==> src/rtl/sdram_port_arbiter_if.sv <==
// Requester and SDRAM master-port signals shared between the arbiter and its neighbours.
// The master modport is the arbiter's view; slave is the requesters/SDRAM side.
interface sdram_port_arbiter_if #(
    parameter int ADDR_W = 26,
    parameter int DATA_W = 32
);
    logic              rd_req;
    logic [ADDR_W-1:0] rd_addr;
    logic              rd_gnt;
    logic [DATA_W-1:0] rd_data;
    logic              rd_valid;
    logic              wr_req;
    logic [ADDR_W-1:0] wr_addr;
    logic [DATA_W-1:0] wr_data;
    logic              wr_gnt;
    logic              wr_done;
    logic              sdram_read_en;
    logic              sdram_write_en;
    logic [ADDR_W-1:0] sdram_address;
    logic [DATA_W-1:0] sdram_writedata;
    logic              sdram_waitrequest;
    logic              sdram_datareadvalid;
    logic [DATA_W-1:0] sdram_data;

    modport master (
        input  rd_req, rd_addr, wr_req, wr_addr, wr_data,
        input  sdram_waitrequest, sdram_datareadvalid, sdram_data,
        output rd_gnt, rd_data, rd_valid, wr_gnt, wr_done,
        output sdram_read_en, sdram_write_en, sdram_address, sdram_writedata
    );

    modport slave (
        output rd_req, rd_addr, wr_req, wr_addr, wr_data,
        output sdram_waitrequest, sdram_datareadvalid, sdram_data,
        input  rd_gnt, rd_data, rd_valid, wr_gnt, wr_done,
        input  sdram_read_en, sdram_write_en, sdram_address, sdram_writedata
    );
endinterface

==> src/rtl/sdram_port_arbiter.sv <==
// Round-robin arbiter sharing one SDRAM master port between the pixel-fetch reader
// and the result-writeback writer; one access outstanding, read timeout flagged.
module sdram_port_arbiter #(
    parameter int ADDR_W     = 26,
    parameter int DATA_W     = 32,
    parameter int RD_TIMEOUT = 64
) (
    input  logic                clk,
    input  logic                n_rst,
    input  logic                clear,
    sdram_port_arbiter_if.master bus,
    output logic                busy,
    output logic                timeout_err
);
    localparam int CNT_W = $clog2(RD_TIMEOUT);
    localparam logic [CNT_W-1:0] CNT_MAX = CNT_W'(RD_TIMEOUT - 1);

    typedef enum logic [1:0] {IDLE, RD_CMD, RD_WAIT, WR_CMD} state_t;
    typedef enum logic {SERVED_RD = 1'b0, SERVED_WR = 1'b1} served_t;

    state_t            state, state_nxt;
    served_t           last_served;
    logic [CNT_W-1:0]  wait_cnt;
    logic [ADDR_W-1:0] addr_q;
    logic [DATA_W-1:0] wdata_q;
    logic              take_rd, take_wr, rd_hit, rd_timeout, wr_accept;

    always_ff @(posedge clk or negedge n_rst) begin
        if (!n_rst) state <= IDLE;
        else        state <= state_nxt;
    end

    always_comb begin
        state_nxt  = state;
        take_rd    = 1'b0;
        take_wr    = 1'b0;
        rd_hit     = 1'b0;
        rd_timeout = 1'b0;
        wr_accept  = 1'b0;
        case (state)
            IDLE: begin
                // On a tie the requester not served last time wins
                if (bus.rd_req && (!bus.wr_req || last_served == SERVED_WR)) begin
                    take_rd   = 1'b1;
                    state_nxt = RD_CMD;
                end else if (bus.wr_req) begin
                    take_wr   = 1'b1;
                    state_nxt = WR_CMD;
                end
            end
            RD_CMD: if (!bus.sdram_waitrequest) state_nxt = RD_WAIT;
            RD_WAIT: begin
                rd_hit     = bus.sdram_datareadvalid;
                rd_timeout = !bus.sdram_datareadvalid && (wait_cnt == CNT_MAX);
                if (rd_hit || rd_timeout) state_nxt = IDLE;
            end
            WR_CMD: begin
                wr_accept = !bus.sdram_waitrequest;
                if (wr_accept) state_nxt = IDLE;
            end
            default: state_nxt = IDLE;
        endcase
    end

    always_ff @(posedge clk or negedge n_rst) begin
        if (!n_rst) begin
            bus.rd_gnt   <= 1'b0;
            bus.wr_gnt   <= 1'b0;
            bus.rd_valid <= 1'b0;
            bus.wr_done  <= 1'b0;
            bus.rd_data  <= '0;
            addr_q       <= '0;
            wdata_q      <= '0;
            wait_cnt     <= '0;
            last_served  <= SERVED_WR;
            timeout_err  <= 1'b0;
        end else begin
            bus.rd_gnt   <= take_rd;
            bus.wr_gnt   <= take_wr;
            bus.rd_valid <= rd_hit || rd_timeout;
            bus.wr_done  <= wr_accept;
            if (rd_hit)          bus.rd_data <= bus.sdram_data;
            else if (rd_timeout) bus.rd_data <= '0;
            if (state == RD_CMD)       wait_cnt <= '0;
            else if (state == RD_WAIT) wait_cnt <= wait_cnt + CNT_W'(1);
            if (clear) last_served <= SERVED_WR;
            if (take_rd) begin
                addr_q      <= bus.rd_addr;
                last_served <= SERVED_RD;
            end else if (take_wr) begin
                addr_q      <= bus.wr_addr;
                wdata_q     <= bus.wr_data;
                last_served <= SERVED_WR;
            end
            // A timeout in the same cycle as clear still sets the flag
            if (rd_timeout) timeout_err <= 1'b1;
            else if (clear) timeout_err <= 1'b0;
        end
    end

    assign bus.sdram_read_en   = (state == RD_CMD);
    assign bus.sdram_write_en  = (state == WR_CMD);
    assign bus.sdram_address   = addr_q;
    assign bus.sdram_writedata = wdata_q;
    assign busy                = (state != IDLE);
endmodule

==> src/flat_wrapper.sv <==
// flat-port wrapper written by rule: the top's interface ports become plain ports
module sdram_port_arbiter_flat 
#(
    parameter int ADDR_W     = 26,
    parameter int DATA_W     = 32,
    parameter int RD_TIMEOUT = 64
)
  (clk, n_rst, clear, busy, timeout_err, bus_rd_req, bus_rd_addr, bus_wr_req, bus_wr_addr, bus_wr_data, bus_sdram_waitrequest, bus_sdram_datareadvalid, bus_sdram_data, bus_rd_gnt, bus_rd_data, bus_rd_valid, bus_wr_gnt, bus_wr_done, bus_sdram_read_en, bus_sdram_write_en, bus_sdram_address, bus_sdram_writedata);
  sdram_port_arbiter_if #(.ADDR_W(ADDR_W), .DATA_W(DATA_W)) bus_i ();
  input  logic clk;
  input  logic n_rst;
  input  logic clear;
  output logic busy;
  output logic timeout_err;
  input wire logic [$bits(bus_i.rd_req)-1:0] bus_rd_req;
  input wire logic [$bits(bus_i.rd_addr)-1:0] bus_rd_addr;
  input wire logic [$bits(bus_i.wr_req)-1:0] bus_wr_req;
  input wire logic [$bits(bus_i.wr_addr)-1:0] bus_wr_addr;
  input wire logic [$bits(bus_i.wr_data)-1:0] bus_wr_data;
  input wire logic [$bits(bus_i.sdram_waitrequest)-1:0] bus_sdram_waitrequest;
  input wire logic [$bits(bus_i.sdram_datareadvalid)-1:0] bus_sdram_datareadvalid;
  input wire logic [$bits(bus_i.sdram_data)-1:0] bus_sdram_data;
  output wire logic [$bits(bus_i.rd_gnt)-1:0] bus_rd_gnt;
  output wire logic [$bits(bus_i.rd_data)-1:0] bus_rd_data;
  output wire logic [$bits(bus_i.rd_valid)-1:0] bus_rd_valid;
  output wire logic [$bits(bus_i.wr_gnt)-1:0] bus_wr_gnt;
  output wire logic [$bits(bus_i.wr_done)-1:0] bus_wr_done;
  output wire logic [$bits(bus_i.sdram_read_en)-1:0] bus_sdram_read_en;
  output wire logic [$bits(bus_i.sdram_write_en)-1:0] bus_sdram_write_en;
  output wire logic [$bits(bus_i.sdram_address)-1:0] bus_sdram_address;
  output wire logic [$bits(bus_i.sdram_writedata)-1:0] bus_sdram_writedata;
  assign bus_i.rd_req = bus_rd_req;
  assign bus_i.rd_addr = bus_rd_addr;
  assign bus_i.wr_req = bus_wr_req;
  assign bus_i.wr_addr = bus_wr_addr;
  assign bus_i.wr_data = bus_wr_data;
  assign bus_i.sdram_waitrequest = bus_sdram_waitrequest;
  assign bus_i.sdram_datareadvalid = bus_sdram_datareadvalid;
  assign bus_i.sdram_data = bus_sdram_data;
  assign bus_rd_gnt = bus_i.rd_gnt;
  assign bus_rd_data = bus_i.rd_data;
  assign bus_rd_valid = bus_i.rd_valid;
  assign bus_wr_gnt = bus_i.wr_gnt;
  assign bus_wr_done = bus_i.wr_done;
  assign bus_sdram_read_en = bus_i.sdram_read_en;
  assign bus_sdram_write_en = bus_i.sdram_write_en;
  assign bus_sdram_address = bus_i.sdram_address;
  assign bus_sdram_writedata = bus_i.sdram_writedata;
  sdram_port_arbiter #(.ADDR_W(ADDR_W), .DATA_W(DATA_W), .RD_TIMEOUT(RD_TIMEOUT)) u_core (.clk(clk), .n_rst(n_rst), .clear(clear), .bus(bus_i), .busy(busy), .timeout_err(timeout_err));
endmodule
==> config.mk <==
export PLATFORM = sky130hd
export DESIGN_NAME = sdram_port_arbiter_flat
export DESIGN_NICKNAME = d
export VERILOG_FILES = /design/src/rtl/sdram_port_arbiter_if.sv /design/src/rtl/sdram_port_arbiter.sv /design/src/flat_wrapper.sv
export SDC_FILE = /design/constraint.sdc
export NUM_CORES = 1
export LEC_CHECK = 0
export ABC_AREA = 1
export BUFFER_PORTS_ARGS = -buffer_cell sky130_fd_sc_hd__buf_4
export CELL_PAD_IN_SITES_DETAIL_PLACEMENT = 0
export CELL_PAD_IN_SITES_GLOBAL_PLACEMENT = 1
export CORE_UTILIZATION = 33
export CTS_BUF_LIST = sky130_fd_sc_hd__clkbuf_8
export CTS_CLUSTER_SIZE = 24
export DETAILED_ROUTE_END_ITERATION = 10
export PLACE_DENSITY = 0.83
export REMOVE_ABC_BUFFERS = 1
export SYNTH_ARGS = -nofsm -noshare
export SYNTH_HDL_FRONTEND = slang
export SYNTH_SLANG_ARGS = --single-unit
==> constraint.sdc <==
create_clock -name clk -period 1.8 [get_ports clk]
set_input_delay 0.09 -clock clk [delete_from_list [all_inputs] [get_ports clk]]
set_output_delay 0.09 -clock clk [all_outputs]
set_load 0.01 [all_outputs]
* Yosys cells after proc, flatten, opt, wreduce, memory -nomap -nowiden
Cells that the tools add are included.
** Storage, ports and cells
- Flip-flop bits (word level) :: 104
- Input port bits :: 123
- Output and inout bits :: 98
- Logic and storage cells :: 63
** Cells by class
- Add/sub/neg operators :: 1
- Equal/unequal tests :: 8
- Mux-type cells :: 25
- Bitwise logic cells :: 1
- Reduce and logical (&&, ||, !) cells :: 17
** Operator list (count)
- $mux 32 :: 2
- $mux 26 :: 2
- $mux 1 :: 13
- $mux 6 :: 2
- $mux 2 :: 5
- $reduce_bool 2->1 :: 5
- $pmux 2 s4 :: 1
- $add 6x1->6 const B :: 1
- $eq 6x6->1 const B :: 1
- $eq 2x2->1 const B :: 2
- $ne 2x2->1 const B :: 2
- $reduce_and 4->1 :: 1
- $logic_not 1->1 :: 3
- $logic_or 1x1->1 :: 3
- $ne 3x2->1 const B :: 1
- $reduce_bool 3->1 :: 1
- $eq 2x1->1 const B :: 1
- $logic_and 1x1->1 :: 2
- $logic_not 2->1 :: 1
- $ne 2x1->1 const B :: 1
- $reduce_and 2->1 :: 1
- $not 1->1 :: 1

* Longest topological paths before layout
- Depth after elaboration :: 7
- Gate-level depth with buffers :: 10

* Worst setup path before layout
Ideal clock, no wire load.
- Path type :: flip-flop to flip-flop
- Start point :: register u_core.state[0]
- End point :: register u_core.wdata_q[12], in the netlist u_core.bus.sdram_writedata[12]
- Setup time :: 116 ps
- Arrival time :: 1389 ps
- Data required time :: 1684 ps
- Slack :: 295 ps
- Cell stages (with the launch flop) :: 11
- Buffers on the path :: 2
- Cell sequence :: dfrtp_1 -> inv_1 -> ha_1 -> nand2_2 -> inv_2 -> nand2_4 -> clkinv_2 -> buf_6 -> buf_6 -> nand2_1 -> nand2_1
** Between the ends
- Cells in the longest elaborated chain, start to end :: 4
- Elaborated cells on any way between the ends :: 5
- Classes of those cells :: 2 x mux; 1 x bitwise; 2 x reduce/logical
** Ends and longest elaborated chain
- start, declared :: RTL line sdram_port_arbiter.sv:21 : state_t state, state_nxt;
- start signal, assigned :: RTL line sdram_port_arbiter.sv:30 : else state <= state_nxt;
- $logic_not 2->1 * :: RTL line sdram_port_arbiter.sv:40 : case (state)
- $mux 1 :: RTL line sdram_port_arbiter.sv:40
- $not 1->1 (no source line)
- $reduce_and 2->1 (no source line) *
- end signal, assigned :: RTL line sdram_port_arbiter.sv:92 : wdata_q <= bus.wr_data;
- end, declared :: RTL line sdram_port_arbiter.sv:25 : logic [DATA_W-1:0] wdata_q;
Every way passes the cells marked *; elsewhere a longest branch is shown, timed or not.
A chain may end at the register's enable or synchronous reset.

* Final worst setup path
- Start point :: register u_core.state[0]
- End point :: register u_core.wdata_q[17], in the netlist u_core.bus.sdram_writedata[17]
Same word-level chain as after synthesis.

==> run_results.csv <==
group,metric,value,unit
run,maxCapViolations,0,
grt,grt_pass1_vias,4844,
timing,worst_pin_slew,421,ps
place,port_buffers,220,
floorplan,die_w,118,µm
clocking,cts_setup_buffers,0,
timing,timing.final.crit_share,0.886,
cells_and_area,final_common_cell,"buf_4",
clocking,cts_buffers,9,
route,wire_per_inst,14.8,µm
grt,antenna_found_initial,0,
route,dr.pass1.iters,5,
grt,grt_first_pass_wirelength,24200,µm
yosys,synth_compound_area_frac,0.0111,
floorplan,initial_core_util,0.343,
yosys,avgSynthCellArea,8.63,µm²
setup_path,critPathCaptureType,"register",
place,post-place-ws,158,ps
place,placed_cell_area,6300,µm²
route,drc_errors,0,
setup_path,path_max_fanout,33,
pwr,power,10.6,mW
grt,grt_max_degree,39,
yosys,synth-simple-area-share,0.332,
setup_path,criticalPathCategory,"reg -> reg",
route,ant_nets,0,
timing,clock.fmax,627,MHz
route,vias,4853,
timing,post-route-min-period,1590,ps
yosys,syn_area,4400,µm²
cells_and_area,drive_gt1_frac,0.305,
timing,setup_violations,0,
timing,finalHoldViolCount,0,
floorplan,die_area,13800,µm²
yosys,syn_inst,510,
cells_and_area,syn2layout_area_growth,75.5,%
timing,slew_viol_final,0,
clocking,clockBufferDepth,2,
clocking,clk_pin_slew,110,ps
yosys,ys_seq_area_frac,0.591,
place,place_congestion,0.804,
cells_and_area,final_cell_mix,"230 x buf_4, 206 x nand2_1, 122 x nand3_1",
timing,setup_ws,205,ps
cells_and_area,nets,974,
timing,slew_headroom,0.720,
route,routed_wl,15100,µm
pwr,power_leakage,4.11,nW
cells_and_area,diodes,0,
yosys,synthMuxAreaShare,0,
cells_and_area,final_area,7730,µm²
timing,whs,67.0,ps
setup_path,cp.required,2110,ps
pwr,ir_drop,0.674,mV
clocking,worstSkewPairLatency,370,ps
timing,clock_skew,14.0,ps
yosys,ys_warn_count,0,
floorplan,core_region_area,12800,µm²
setup_path,critPathArrivalTime,1910,ps
grt,grt-ovfl-total,0,
yosys,yosysUniqueCellTypes,23,
yosys,synth_fa_ha_area_frac,0.0171,
place,dp_cells,887,
outcome,status,"finished clean",
grt,grt_usage,0.217,
yosys,synth_top_family_by_area,"simple AND/OR/NAND/NOR gates",
route,drt_iter0_markers,433,
cells_and_area,fin_cells,1022,
clocking,cts_tree,"done",
pwr,powerDensity,1370,nW/µm²
floorplan,pin_count,221,
floorplan,rows,41,
route,vias_per_cell,4.75,
yosys,synth-seq-cells,104,
yosys,synth_xor_area_frac,0,
clocking,clockRootBuffer,"clkbuf_8",
timing,grt_setup_unrepaired,"no",
min_path,hp-class,"in -> reg",
setup_path,start_kind,"register",
clocking,clkSinkCount,104,
floorplan,chipHeight,118,µm
place,hpwlAfterDp,9890,µm
clocking,cts-htree-levels,3,
==> layer usage <==
metal  share of wire  global-route usage
met3           0.061              0.0412
met2            0.50               0.369
met5               0                   0
met1            0.41               0.268
met4           0.033               0.100
==> registers in the layout, indices dropped and copies added, names as in the netlist <==
signal and count:
u_core.bus.rd_data 32, u_core.state 2, u_core.bus.sdram_writedata 32, u_core.bus.sdram_address 26, u_core.wait_cnt 6, u_core.last_served 1
u_core.timeout_err 1, u_core.bus.wr_gnt 1, u_core.bus.rd_valid 1, u_core.bus.rd_gnt 1, u_core.bus.wr_done 1
==> cells in the mapped netlist <==
master,number,area (µm²)
buf_2,13,65.1
or2_2,1,6.26
a21oi_1,4,20.0
buf_6,2,22.5
a31oi_1,1,6.26
nor2_1,9,33.8
o21bai_1,1,7.51
nand2_4,1,11.3
inv_1,15,56.3
clkbuf_1,11,41.3
nand3_2,1,10.0
buf_1,3,11.3
inv_2,2,7.51
nand2_2,1,6.26
ha_1,6,75.1
nand2_1,206,773
dfrtp_1,103,2580
o21ai_0,3,15.0
clkinv_2,1,5.00
nand3_1,122,611
clkbuf_2,1,5.00
dfstp_2,1,26.3
nor3_1,2,10.0
==> critical path, stage by stage (launching register included) <==
cell	delay (ps)
dfrtp_1	410
inv_1	100
ha_1	280
nand2_2	110
inv_2	40
nand2_4	60
buf_4	320
nand2_1	130
nand2_1	90
==> stage by stage <==
stage | utilization | TNS (ps)
detailed placement | 0.491 | 0
floorplan | - | -33020
CTS | 0.602 | 0
finish | 0.602 | 0
global placement | 0.491 | 0
global route | 0.602 | 0
==> path summary, 6_finish.rpt <==
check	start	end	slack (ps)	depth (start not counted)
setup / recovery	u_core.state[0]	u_core.bus.sdram_writedata[17]	210	8
hold / removal	bus_sdram_datareadvalid	u_core.bus.rd_data[27]	70	3
setup reg to reg	u_core.state[0]	u_core.bus.sdram_writedata[17]	210	8
hold reg to reg	u_core.bus.sdram_writedata[8]	u_core.bus.sdram_writedata[8]	490	2
max in group asynchronous	n_rst	u_core.bus.rd_data[16]	1060	3
min in group asynchronous	n_rst	u_core.bus.sdram_address[11]	190	2
==> report_power, final <==
group          internal, mW  leakage, nW  switching [mW]
Sequential             3.37         1.31           0.643
Combinational          2.39         2.69            2.51
Clock                 0.830        0.113           0.819
Total                  6.59         4.11            3.97
==> kinds of logic after synthesis <==
| kind of cell | Yosys count |
|---|---|
| AO/OA/AOI/OAI | 9 |
| adder cells (fa/ha/maj) | 6 |
| buffers and inverters | 48 |
| flip-flops | 104 |
| AND/OR/NAND/NOR | 343 |
==> repair_timing <==
item,CTS,global route
resized for setup,0,1
hold endpoints to repair,121,0
hold buffers,119,0
setup endpoints to repair,0,1
==> area by class of cell <==
cell class / instances / area (µm²)
Multi-Input combinational cell: 358 / 1590
Fill cell: 1054 / 5100
Tap cell: 172 / 215
Clock buffer: 10 / 138
Sequential cell: 104 / 2600
Inverter: 18 / 68.8
Clock inverter: 6 / 90.1
Timing Repair Buffer: 354 / 3020
No activity file was read; power rests on OpenSTA's default activity.
